`src/rtl/ami_r.sv`:
```
// AXI4 master read engine: splits one user read command into INCR bursts
// (bounded by MAX_BL and 4KB pages), keeps up to MST_OD bursts in flight,
// and streams the returned R beats to user logic with protocol checking.
module ami_r #(
    parameter int unsigned AXI_DW = 128,
    parameter int unsigned AXI_AW = 40,
    parameter int unsigned AXI_IW = 8,
    parameter int unsigned AXI_LW = 8,
    parameter int unsigned MST_OD = 4,
    parameter int unsigned MAX_BL = 16,
    parameter int unsigned CMD_LW = 16,
    parameter int unsigned MST_ID = 0
) (
    input  logic              clk,
    input  logic              rst_n,
    input  logic              cmd_valid,
    output logic              cmd_ready,
    input  logic [AXI_AW-1:0] cmd_addr,
    input  logic [CMD_LW-1:0] cmd_beats,
    output logic              busy,
    output logic              err_proto,
    output logic [AXI_IW-1:0] ARID,
    output logic [AXI_AW-1:0] ARADDR,
    output logic [AXI_LW-1:0] ARLEN,
    output logic [2:0]        ARSIZE,
    output logic [1:0]        ARBURST,
    output logic              ARVALID,
    input  logic              ARREADY,
    input  logic [AXI_IW-1:0] RID,
    input  logic [AXI_DW-1:0] RDATA,
    input  logic [1:0]        RRESP,
    input  logic              RLAST,
    input  logic              RVALID,
    output logic              RREADY,
    output logic [AXI_DW-1:0] usr_rdata,
    output logic              usr_rvalid,
    input  logic              usr_rready,
    output logic              usr_rlast,
    output logic              usr_rerr
);

    localparam int unsigned BYTES = AXI_DW / 8;
    localparam int unsigned BSH   = $clog2(BYTES);
    localparam int unsigned OW    = $clog2(MST_OD + 1);
    localparam int unsigned PW    = (MST_OD > 1) ? $clog2(MST_OD) : 1;
    localparam int unsigned BLW   = $clog2(MAX_BL + 1);

    localparam logic [OW-1:0]     OdFull   = OW'(MST_OD);
    localparam logic [AXI_IW-1:0] IdExp    = AXI_IW'(MST_ID);
    localparam logic [PW-1:0]     PtrLast  = PW'(MST_OD - 1);
    localparam logic [AXI_AW-1:0] AddrMask = ~(AXI_AW'(BYTES - 1));

    typedef enum logic [1:0] {StIdle, StAddr, StWait} state_e;

    state_e            r_state;
    state_e            w_state_nxt;
    logic [AXI_AW-1:0] r_addr;
    logic [CMD_LW-1:0] r_rem;
    logic              r_arvalid;
    logic [OW-1:0]     r_out;
    logic [OW-1:0]     w_out_nxt;
    logic [BLW-1:0]    r_fifo [MST_OD];
    logic [PW-1:0]     r_wptr;
    logic [PW-1:0]     r_rptr;
    logic [BLW-1:0]    r_cnt;
    logic              r_err;

    logic [12:0]       w_page;
    logic [31:0]       w_bl;
    logic              w_accept;
    logic              w_ar_hs;
    logic              w_ar_last;
    logic              w_has_out;
    logic              w_rhs;
    logic              w_acc;
    logic              w_stray;
    logic [BLW-1:0]    w_head;
    logic              w_exp_last;
    logic              w_pop;
    logic              w_beat_bad;
    logic              w_unused;

    function automatic logic [PW-1:0] ptr_inc(input logic [PW-1:0] p);
        return (p == PtrLast) ? '0 : p + PW'(1);
    endfunction

    assign w_accept   = cmd_valid & (r_state == StIdle);
    assign w_ar_hs    = r_arvalid & ARREADY;
    assign w_ar_last  = (32'(r_rem) == w_bl);
    assign w_has_out  = (r_out != '0);
    assign w_rhs      = RVALID & RREADY;
    assign w_acc      = w_rhs & w_has_out;
    assign w_stray    = w_rhs & ~w_has_out;
    assign w_head     = r_fifo[r_rptr];
    assign w_exp_last = (r_cnt == w_head - BLW'(1));
    assign w_pop      = w_acc & w_exp_last;
    // The beat counter decides where a burst ends; RLAST is only cross-checked.
    assign w_beat_bad = (RLAST != w_exp_last) | (RID != IdExp);
    assign w_unused   = RRESP[0];

    assign cmd_ready  = (r_state == StIdle);
    assign busy       = (r_state != StIdle);
    assign err_proto  = r_err;
    assign ARID       = IdExp;
    assign ARADDR     = r_addr;
    assign ARLEN      = r_arvalid ? AXI_LW'(w_bl - 32'd1) : '0;
    assign ARSIZE     = 3'(BSH);
    assign ARBURST    = 2'b01;
    assign ARVALID    = r_arvalid;
    // With nothing outstanding, R beats are drained unconditionally and dropped.
    assign RREADY     = w_has_out ? usr_rready : 1'b1;
    assign usr_rdata  = RDATA;
    assign usr_rvalid = RVALID & w_has_out;
    assign usr_rerr   = usr_rvalid & RRESP[1];
    assign usr_rlast  = usr_rvalid & w_exp_last & (r_state == StWait) & (r_out == OW'(1));

    // Burst length: limited by remaining beats, MAX_BL and distance to the 4KB page end.
    always_comb begin
        w_page = 13'h1000 - {1'b0, r_addr[11:0]};
        w_bl   = 32'(r_rem);
        if (w_bl > MAX_BL) w_bl = MAX_BL;
        if (w_bl > 32'(w_page >> BSH)) w_bl = 32'(w_page >> BSH);
    end

    // Outstanding-burst count: push and pop in the same cycle cancel.
    always_comb begin
        w_out_nxt = r_out;
        if (w_ar_hs && !w_pop) begin
            w_out_nxt = r_out + OW'(1);
        end else if (!w_ar_hs && w_pop) begin
            w_out_nxt = r_out - OW'(1);
        end
    end

    // Next-state logic for the command FSM.
    always_comb begin
        w_state_nxt = r_state;
        case (r_state)
            StIdle:  if (cmd_valid && cmd_beats != '0) w_state_nxt = StAddr;
            StAddr:  if (w_ar_hs && w_ar_last) w_state_nxt = StWait;
            StWait:  if (w_out_nxt == '0) w_state_nxt = StIdle;
            default: w_state_nxt = StIdle;
        endcase
    end

    // FSM state register.
    always_ff @(posedge clk or negedge rst_n) begin
        if (!rst_n) r_state <= StIdle;
        else        r_state <= w_state_nxt;
    end

    // Address/remaining tracking, AR valid generation, R beat accounting, sticky error.
    always_ff @(posedge clk or negedge rst_n) begin
        if (!rst_n) begin
            r_addr    <= '0;
            r_rem     <= '0;
            r_arvalid <= 1'b0;
            r_out     <= '0;
            r_wptr    <= '0;
            r_rptr    <= '0;
            r_cnt     <= '0;
            r_err     <= 1'b0;
        end else begin
            r_out <= w_out_nxt;
            if (w_accept) begin
                r_addr    <= cmd_addr & AddrMask;
                r_rem     <= cmd_beats;
                r_arvalid <= (cmd_beats != '0);
            end else if (r_state == StAddr) begin
                if (w_ar_hs) begin
                    // Drop valid for one cycle so the next length is computed from updated state.
                    r_addr    <= r_addr + (AXI_AW'(w_bl) << BSH);
                    r_rem     <= r_rem - CMD_LW'(w_bl);
                    r_arvalid <= 1'b0;
                end else if (!r_arvalid && r_out < OdFull) begin
                    r_arvalid <= 1'b1;
                end
            end
            if (w_ar_hs) r_wptr <= ptr_inc(r_wptr);
            if (w_pop)   r_rptr <= ptr_inc(r_rptr);
            if (w_acc)   r_cnt  <= w_exp_last ? '0 : r_cnt + BLW'(1);
            if (w_accept) begin
                r_err <= 1'b0;
            end else if (w_stray || (w_acc && w_beat_bad)) begin
                r_err <= 1'b1;
            end
        end
    end

    // Length FIFO: one entry per issued burst, consumed as bursts complete.
    always_ff @(posedge clk or negedge rst_n) begin
        if (!rst_n) begin
            for (int unsigned i = 0; i < MST_OD; i++) r_fifo[i] <= '0;
        end else if (w_ar_hs) begin
            r_fifo[r_wptr] <= BLW'(w_bl);
        end
    end

endmodule

```
`config.mk`:
```
export PLATFORM = sky130hd
export DESIGN_NAME = ami_r
export DESIGN_NICKNAME = d
export VERILOG_FILES = /design/src/rtl/ami_r.sv
export SDC_FILE = /design/constraint.sdc
export NUM_CORES = 1
export LEC_CHECK = 0
export BUFFER_PORTS_ARGS = -buffer_cell sky130_fd_sc_hd__buf_2
export CAP_MARGIN = 25
export CELL_PAD_IN_SITES_DETAIL_PLACEMENT = 1
export CELL_PAD_IN_SITES_GLOBAL_PLACEMENT = 1
export CORE_UTILIZATION = 33
export CTS_CLUSTER_DIAMETER = 100
export CTS_CLUSTER_SIZE = 40
export DETAILED_ROUTE_END_ITERATION = 10
export PLACE_DENSITY_LB_ADDON = 0.1
export SLEW_MARGIN = 10
export SYNTH_ARGS = -nofsm -noshare
export SYNTH_HDL_FRONTEND = slang
export SYNTH_SLANG_ARGS = --single-unit
```
`constraint.sdc`:
```
create_clock -name clk -period 8.15 [get_ports clk]
set_clock_uncertainty 0.2 [all_clocks]
set_input_delay 0.815 -clock clk [delete_from_list [all_inputs] [get_ports clk]]
set_output_delay 0.815 -clock clk [all_outputs]
set_load 0.005 [all_outputs]
```
==> summary.txt, run 1 <==
Flow run
  • Max_cap viols: 0

Timing
  • Setup Viol. Count Final: 0
  • RSZ-0062 raised after global routing: no
  • Relative slew slack: 37.0%
  • Min Tclk post-route: between 6 and 7 ns
  • Final slew viol count: 0
  • F_max: 151 MHz
  • PnR worst setup slack: around 1.5 ns
  • Final hold vios: 0
  • Setup TNS: 0 ns
  • Worst-margin pin slew: about 0.94 ns
  • Final Cycle Share: about four fifths

CTS
  • Setup Fix Bufs, Post-CTS: 0
  • Htree depth: 3
  • Sink Count: between 80 and 90
  • Clock tree buffer depth: 2
  • CTS resizes: 0
  • Root Driver: clkbuf_16
  • Clk slew on worst S/H paths: ~0.070 ns
  • CTS buffer count: 9
  • Hold_buf cts: 0
  • CTS tree: done
  • Worst-Skew Late Latency: approximately 0.35 ns

Worst setup path
  • CP Class: flop to flop
  • CP required: between 8 and 9 ns
  • Critical path's slowest cell: a311oi_2
  • Worst path cell trace: or4_1, a21oi_1, nand2_1, inv_1, ha_1, o21a_1, o21a_1, o21a_1, o41ai_1, a21o_1, nor2_1, a21oi_2, inv_1, ha_1, a21o_1, a21o_1, a21oi_1, o21a_1, o31ai_2, o211ai_1, a311oi_2, nand2_1, or2_0, a31oi_1
  • Cell repeated most along the worst path: o21a_1
  • Worst Path Arrival: between 6 and 7 ns
  • Crit. End Element: flop
  • Worst path max stage delay: between 0.6 and 0.7 ns
  • Worst path bufs/invs: 2
  • Startpoint types: flop
  • Crit-path max FO: 8
  • CP top delay family: compound AO/OA/AOI/OAI gates

Floorplanning
  • Area of the die: 0.0241 mm2
  • Die Wd: 155 um
  • Height of the die: about 160 um
  • Num ports: 398
  • Core area: ~0.023 mm2
  • Row cnt: between 50 and 60
  • Starting Density: approximately a third

Synth
  • Adder-Cell Fraction of Synth Area: a little under a tenth
  • Post-synthesis sequential area ratio: 28.4%
  • Cells after synthesis: between 900 and 1000
  • Multiplexer area fraction after synthesis: 3.20%
  • Main synth FF type: dfrtp_1
  • Synth Register Bits: 88
  • Post-Synth Simple-Gate Area: 17.2%
  • Synth Area in Compound Gates: between 15 and 20%
  • Post-synth EDFFs: 0
  • Synth Area in XOR/XNOR: 6.54%
  • Synth warn: 0
  • Syn_area_per_cell: around 8.3 um2
  • Synth async-reset ratio: 100%
  • Distinct cells, synth: 71
  • Cell area after synthesis: around 0.0077 mm2
  • Largest family of logic cells by synthesized area: buffers and inverters

Power
  • Peak VDD IR: ~0.14 mV
  • Total power per unit cell area: just under 400 mW/mm2
  • P_leak: roughly 3.8 nW
  • Final total power: approximately 3.1 mW

Place
  • Placed Cells: ~1200
  • Pre-CTS setup slack: about 1.4 ns
  • PortBufs: ~120
  • HPWL Detailed: approximately 17 mm
  • GPL Wtd Cong: ~0.8

Worst hold path
  • Worst hold-check path type: primary input to asynchronous set/reset pin

Drt
  • Iteration-0 DRC Markers: between 200 and 250
  • DR vias: 6218
  • Final WL: ~22 mm
  • DRC viols: 0
  • Mean routed wirelength per cell: between 15 and 20 um
  • TritonRoute pass-1 iters: 4
  • Routed Antenna Nets: 0
  • Vias per inst: ~5.0

Global routing
  • First-pass GRT wire length: approximately 35 mm
  • Initial antenna violation count: 2
  • GRT overflow: 0
  • Largest net degree at the start of global routing: 66
  • Vias in the first global route: 6267
  • Gr usage total: around a fifth

Status
  • Status: completed

Cells and area
  • Share of layout cells above drive strength 1: 18.5%
  • Finished Core Util: around a third
  • Area growth, synth to finish: 3.39%
  • Number of nets in the layout: 1185
  • Fin cells: ~1200
==> final timing paths <==
check                                        from                      to  slack (ns)  cells past startpoint
min in group clk           r_fifo[15]$_DFFE_PN0P_  r_fifo[15]$_DFFE_PN0P_        0.28                      2
hold reg to reg            r_fifo[15]$_DFFE_PN0P_  r_fifo[15]$_DFFE_PN0P_        0.28                      2
setup / recovery             r_rem[0]$_DFFE_PN0P_  ARADDR[22]$_DFFE_PN0P_        1.54                     24
hold / removal                              rst_n  r_fifo[14]$_DFFE_PN0P_        0.16                      1
setup reg to reg             r_rem[0]$_DFFE_PN0P_  ARADDR[22]$_DFFE_PN0P_        1.54                     24
max in group asynchronous                   rst_n  ARADDR[22]$_DFFE_PN0P_        6.33                      2
==> cell usage after synthesis (all sizes together), types with 6 or more instances <==
cell type	n	area (um2)
buf	152	1140
nand2	100	375
dfrtp	88	2200
nor2	67	251
a21oi	64	328
o21ai	64	324
ha	55	688
inv	36	135
xnor2	34	305
xor2	23	201
clkbuf	22	82.6
nand3	18	90.1
nor3	17	90.1
a21o	14	106
and3	13	82.6
o21a	13	98.9
a31oi	12	81.3
and2	11	72.6
nor4	10	62.6
mux2i	9	90.1
nand4	9	56.3
a2111oi	7	70.1
nand2b	7	43.8
or3	7	43.8
mux4	6	146
or2	6	37.5
==> per-stage QoR <==
stage / cell area [um2] / hold slack, ns
after floorplan: 7870 / 0.242
after global placement: 7700 / 0.256
after detailed placement: 7700 / 0.272
after CTS: 8010 / 0.164
after global routing: 8010 / 0.174
final: 8010 / 0.165
==> kinds of logic (layout without fill, tap and decap cells) <==
group | Yosys count | count (layout)
adder cells (fa/ha/maj) | 57 | 57
AO/OA/AOI/OAI | 217 | 217
flip-flops | 88 | 88
AND/OR/NAND/NOR | 282 | 282
multiplexers | 16 | 16
buffers and inverters | 211 | 181
XOR/XNOR | 57 | 57
other | 2 | 35
==> cell type report <==
| class | instances | area, um2 |
|---|---|---|
| clock inverters | 6 | 67.6 |
| clock buffers | 10 | 239 |
| well taps | 313 | 392 |
| flip-flops and latches | 88 | 2200 |
| fillers | 2817 | 14800 |
| multi-input cells | 663 | 4300 |
| repair buffers | 129 | 673 |
| diodes | 1 | 2.50 |
| inverters | 36 | 135 |
==> state kept, by name (all words and copies together) (netlist names) <==
signal	flops
r_fifo	20
ARADDR	36
ARVALID	1
r_wptr	2
err_proto	1
r_state	2
r_rem	16
r_rptr	2
r_out	3
r_cnt	5
==> per-layer routing <==
metal | wire length, um | vias to the layer above | GRT usage [%]
met5 | 103 | - | 2.69
met4 | 404 | 4 | 6.07
met3 | 1500 | 40 | 6.49
met2 | 9630 | 177 | 28.2
met1 | 10800 | 2956 | 25.5
li1 | - | 3041 | -
==> cells in the final DEF (no fill, tap or decap), drive strengths merged, types with 3 or more instances in the layout <==
| master | count |
|---|---|
| a211o | 4 |
| nand4 | 9 |
| nor2b | 5 |
| xnor2 | 34 |
| mux2i | 9 |
| ha | 55 |
| o31ai | 5 |
| nor2 | 67 |
| conb | 34 |
| or2 | 6 |
| a21o | 14 |
| a221oi | 3 |
| o211ai | 5 |
| a22oi | 5 |
| a21boi | 4 |
| a31oi | 12 |
| nor4 | 10 |
| mux4 | 6 |
| clkbuf | 10 |
| dfrtp | 88 |
| buf | 129 |
| o21bai | 3 |
| nand2 | 100 |
| o21ai | 64 |
| a211oi | 4 |
| a21oi | 64 |
| nor3 | 17 |
| inv | 37 |
| or4 | 3 |
| nand2b | 7 |
| nand4b | 3 |
| o22ai | 5 |
| and2 | 11 |
| a2111oi | 7 |
| and3 | 13 |
| or3 | 7 |
| nand3 | 18 |
| xor2 | 23 |
| o21a | 13 |
==> power breakdown <==
group | internal [mW] | switching, mW
clock network | 0.248 | 0.191
registers | 0.612 | 0.217
logic | 0.834 | 1.04
total | 1.69 | 1.45
No activity file was read; power rests on OpenSTA's default activity.
==> run 2, diff against run 1 <==
- CORE_ASPECT_RATIO: not set -> 1.25
- CORE_UTILIZATION: 33 -> 30
- clock period: 8.15 -> 5.3 ns (I/O delays scaled with it)
==> summary.txt, run 2 (same netlist as run 1, synthesis figures left out) <==
Place
  • Pre-CTS setup slack: -0.480 ns (-1.88 ns)
  • HPWL Detailed: 19.2 mm (+13%)
  • PortBufs: 119 (unchanged)
  • GPL Wtd Cong: 0.749 (-6.2%)
  • Placed Cells: 1328 (+8.1%)

Floorplanning
  • Starting Density: 30.6% (-3.3 points)
  • Area of the die: 0.0265 mm2 (+9.9%)
  • Row cnt: 65 (+18%)
  • Die Wd: 146 um (-6.1%)
  • Num ports: 398 (unchanged)
  • Core area: 0.0253 mm2 (+11%)
  • Height of the die: 182 um (+17%)

Cells and area
  • Max reg flops: 36 (unchanged)
  • Share of layout cells above drive strength 1: 32.1% (+14 points)
  • Most common library cell in the layout ignoring fill and taps: buf_2
  • Number of nets in the layout: 1284 (+8.4%)
  • Finished Core Util: 36.4% (+1.3 points)
  • Area growth, synth to finish: 18.8%
  • Filler cells: 3028 (+7.5%)
  • Fin cells: 1368 (+9.8%)
  • Leading cell types in the layout, fill and taps excluded: buf_2, buf_4, nand2_1, dfrtp_1, nor2_1

CTS
  • Clk slew on worst S/H paths: 0.08 ns (about the same)
  • CTS buffer count: 9 (unchanged)
  • CTS tree: done
  • Root Driver: clkbuf_16
  • Sink Count: 88 (unchanged)
  • Worst-Skew Late Latency: 0.37 ns (+0.02 ns)
  • Htree depth: 3 (unchanged)
  • Clock tree buffer depth: 2 (unchanged)

Drt
  • DRC viols: 0 (unchanged)
  • TritonRoute pass-1 iters: 4 (unchanged)
  • Mean routed wirelength per cell: 18.4 um (+2.1%)
  • Iteration-0 DRC Markers: 166 (-24%)
  • Vias per inst: 4.89 (-2.0%)
  • Final WL: 25.1 mm (+12%)
  • Routed Antenna Nets: 0 (unchanged)
  • DR vias: 6690 (+7.6%)

Worst setup path
  • Critical path launch point: r_rem[5]$_DFFE_PN0P_
  • Worst Path Arrival: 5.59 ns (-1.09 ns)
  • Startpoint types: flop
  • Worst reg2reg endpoint: ARADDR[21]$_DFFE_PN0P_
  • R2R cell count: 26 (+8.3%)
  • CP Class: flop to flop
  • Crit. End Element: flop
  • Worst setup endpoint: ARADDR[21]$_DFFE_PN0P_
  • Reg2Reg Setup Slack: -0.26 ns (-1.80 ns)
  • FF-to-FF Start: r_rem[5]$_DFFE_PN0P_
  • CP required: 5.34 ns (-2.88 ns)
  • Crit-path max FO: 5 (-3)

Timing
  • F_max: 180 MHz (+19%)
  • Final hold vios: 7 (+7)
  • Worst hold margin: -0.00850 ns (-0.173 ns)
  • Final Cycle Share: 105% (+24 points)
  • Min Tclk post-route: 5.56 ns (-1.05 ns)
  • Setup TNS: -4.09 ns (-4.09 ns)
  • RSZ-0062 raised after global routing: yes
  • PnR worst setup slack: -0.256 ns (-1.80 ns)
  • Setup Viol. Count Final: 25 (+25)
  • Relative slew slack: 33.4% (-3.7 points)
  • Worst-margin pin slew: 0.996 ns (+0.0549 ns)
  • Final slew viol count: 0 (unchanged)

Flow run
  • Max_cap viols: 0 (unchanged)

Global routing
  • First-pass GRT wire length: 39.5 mm (+12%)
  • GRT overflow: 0 (unchanged)
  • Vias in the first global route: 7074 (+13%)
  • Largest net degree at the start of global routing: 50 (-24%)
  • Initial antenna violation count: 1 (-1)
  • Gr usage total: 19.3% (+0.30 points)

Power
  • Switching Fraction: 44.6% (-1.4 points)
  • P_sw: 2.68 mW (+85%)
  • Cell Int Power: 3.32 mW (+96%)
  • Clock power frac: 11.3% (-2.7 points)
  • Total power per unit cell area: 651 mW/mm2 (+66%)
  • P_leak: 4.27 nW (+14%)
  • Combinational share of power: 68.2% (+8.6 points)
  • Peak VDD IR: 0.254 mV (+82%)
  • Reg power frac: 20.5% (-5.9 points)

Status
  • Failing checks: negative hold slack, negative setup slack
  • Status: finished with violations

Worst hold path
  • Worst hold-check path type: primary input to asynchronous set/reset pin
==> run 2: cell types whose count changed in the layout (fill, tap and decap cells not counted), moves of 7 or more <==
cell     previous run  this run
buf_4              11       103
a21oi_2             2        10
a21oi_1            62        51
o21ai_0            60        51
ha_1               55        47
ha_4                0         7
buf_6               0         7
==> run 2: layer usage <==
metal	vias up	GRT usage (%)	part of all wire, %
met5	-	2.41	0.32
met4	4	6.32	2.2
met3	60	6.03	6.2
met2	186	33.2	49
met1	3198	22.5	43
li1	3242	-	-
==> run 2: layout make-up <==
class | count | area, um2 | area share [%]
clock inverters | 7 | 70.1 | 0.761
diodes | 2 | 5.00 | 0.0544
clock buffers | 9 | 225 | 2.45
inverters | 36 | 135 | 1.47
multi-input cells | 663 | 4710 | 51.1
repair buffers | 228 | 1440 | 15.7
flip-flops and latches | 88 | 2200 | 23.9
well taps | 335 | 419 | 4.55
==> run 2: worst max-delay path, cell delays in order, from the launching register on <==
cell and delay [ns]:
dfrtp_1 0.44, nor4_4 0.29, nand3_2 0.19, nor3_4 0.23, ha_4 0.24, nor2b_1 0.13
o21a_1 0.16, o21a_1 0.16, o21a_1 0.17, o41ai_2 0.35, a21o_1 0.28, buf_4 0.17
nor2_2 0.04, a21oi_2 0.14, inv_2 0.08, ha_4 0.21, a21o_1 0.15, a21o_1 0.19
a2111oi_4 0.31, nor3_2 0.08, a211o_1 0.28, and2b_1 0.20, o21ai_4 0.22, buf_6 0.17
a21oi_1 0.09, xnor2_1 0.18, a21oi_1 0.08
==> run 2: per-stage QoR <==
stage / power (mW) / area, um2
6_report: 5.99 / 9210
4_1_cts: 5.80 / 8950
3_5_place_dp: 4.88 / 8430
3_3_place_gp: 4.85 / 8430
2_1_floorplan: 3.51 / 8000
5_1_grt: 6.56 / 9200
==> run 2: worst min path at each step <==
| stage | start | to | slack (ns) | depth (start not counted) |
|---|---|---|---|---|
| after floorplan | rst_n | ARADDR[10]$_DFFE_PN0P_ | 0.03 | 0 |
| after CTS | rst_n | r_fifo[0]$_DFFE_PN0P_ | 0.01 | 1 |
| after global routing | rst_n | r_fifo[0]$_DFFE_PN0P_ | 0.04 | 1 |
| final | rst_n | r_fifo[0]$_DFFE_PN0P_ | -0.008 | 1 |
| after global placement | r_fifo[5]$_DFFE_PN0P_ | r_fifo[5]$_DFFE_PN0P_ | 0.26 | 2 |
| after detailed placement | r_fifo[4]$_DFFE_PN0P_ | r_fifo[4]$_DFFE_PN0P_ | 0.27 | 2 |
==> run 2: power groups by stage <==
stage	combinational [mW]	clock, mW	sequential, mW
global placement	3.62	0	1.23
detailed placement	3.65	0	1.23
finish	4.09	0.676	1.23
floorplan	2.33	0	1.18
CTS	3.87	0.698	1.23
global route	4.56	0.724	1.28
==> run 2: repair_timing <==
item / in CTS / in global routing
endpoints found under the hold margin: 0 / 0
endpoints found under the setup margin: 37 / 44
gates cloned: 1 / 0
pin swaps: 22 / 36
hold buffers: 0 / 0
setup buffers: 14 / 9
resized for setup: 36 / 37
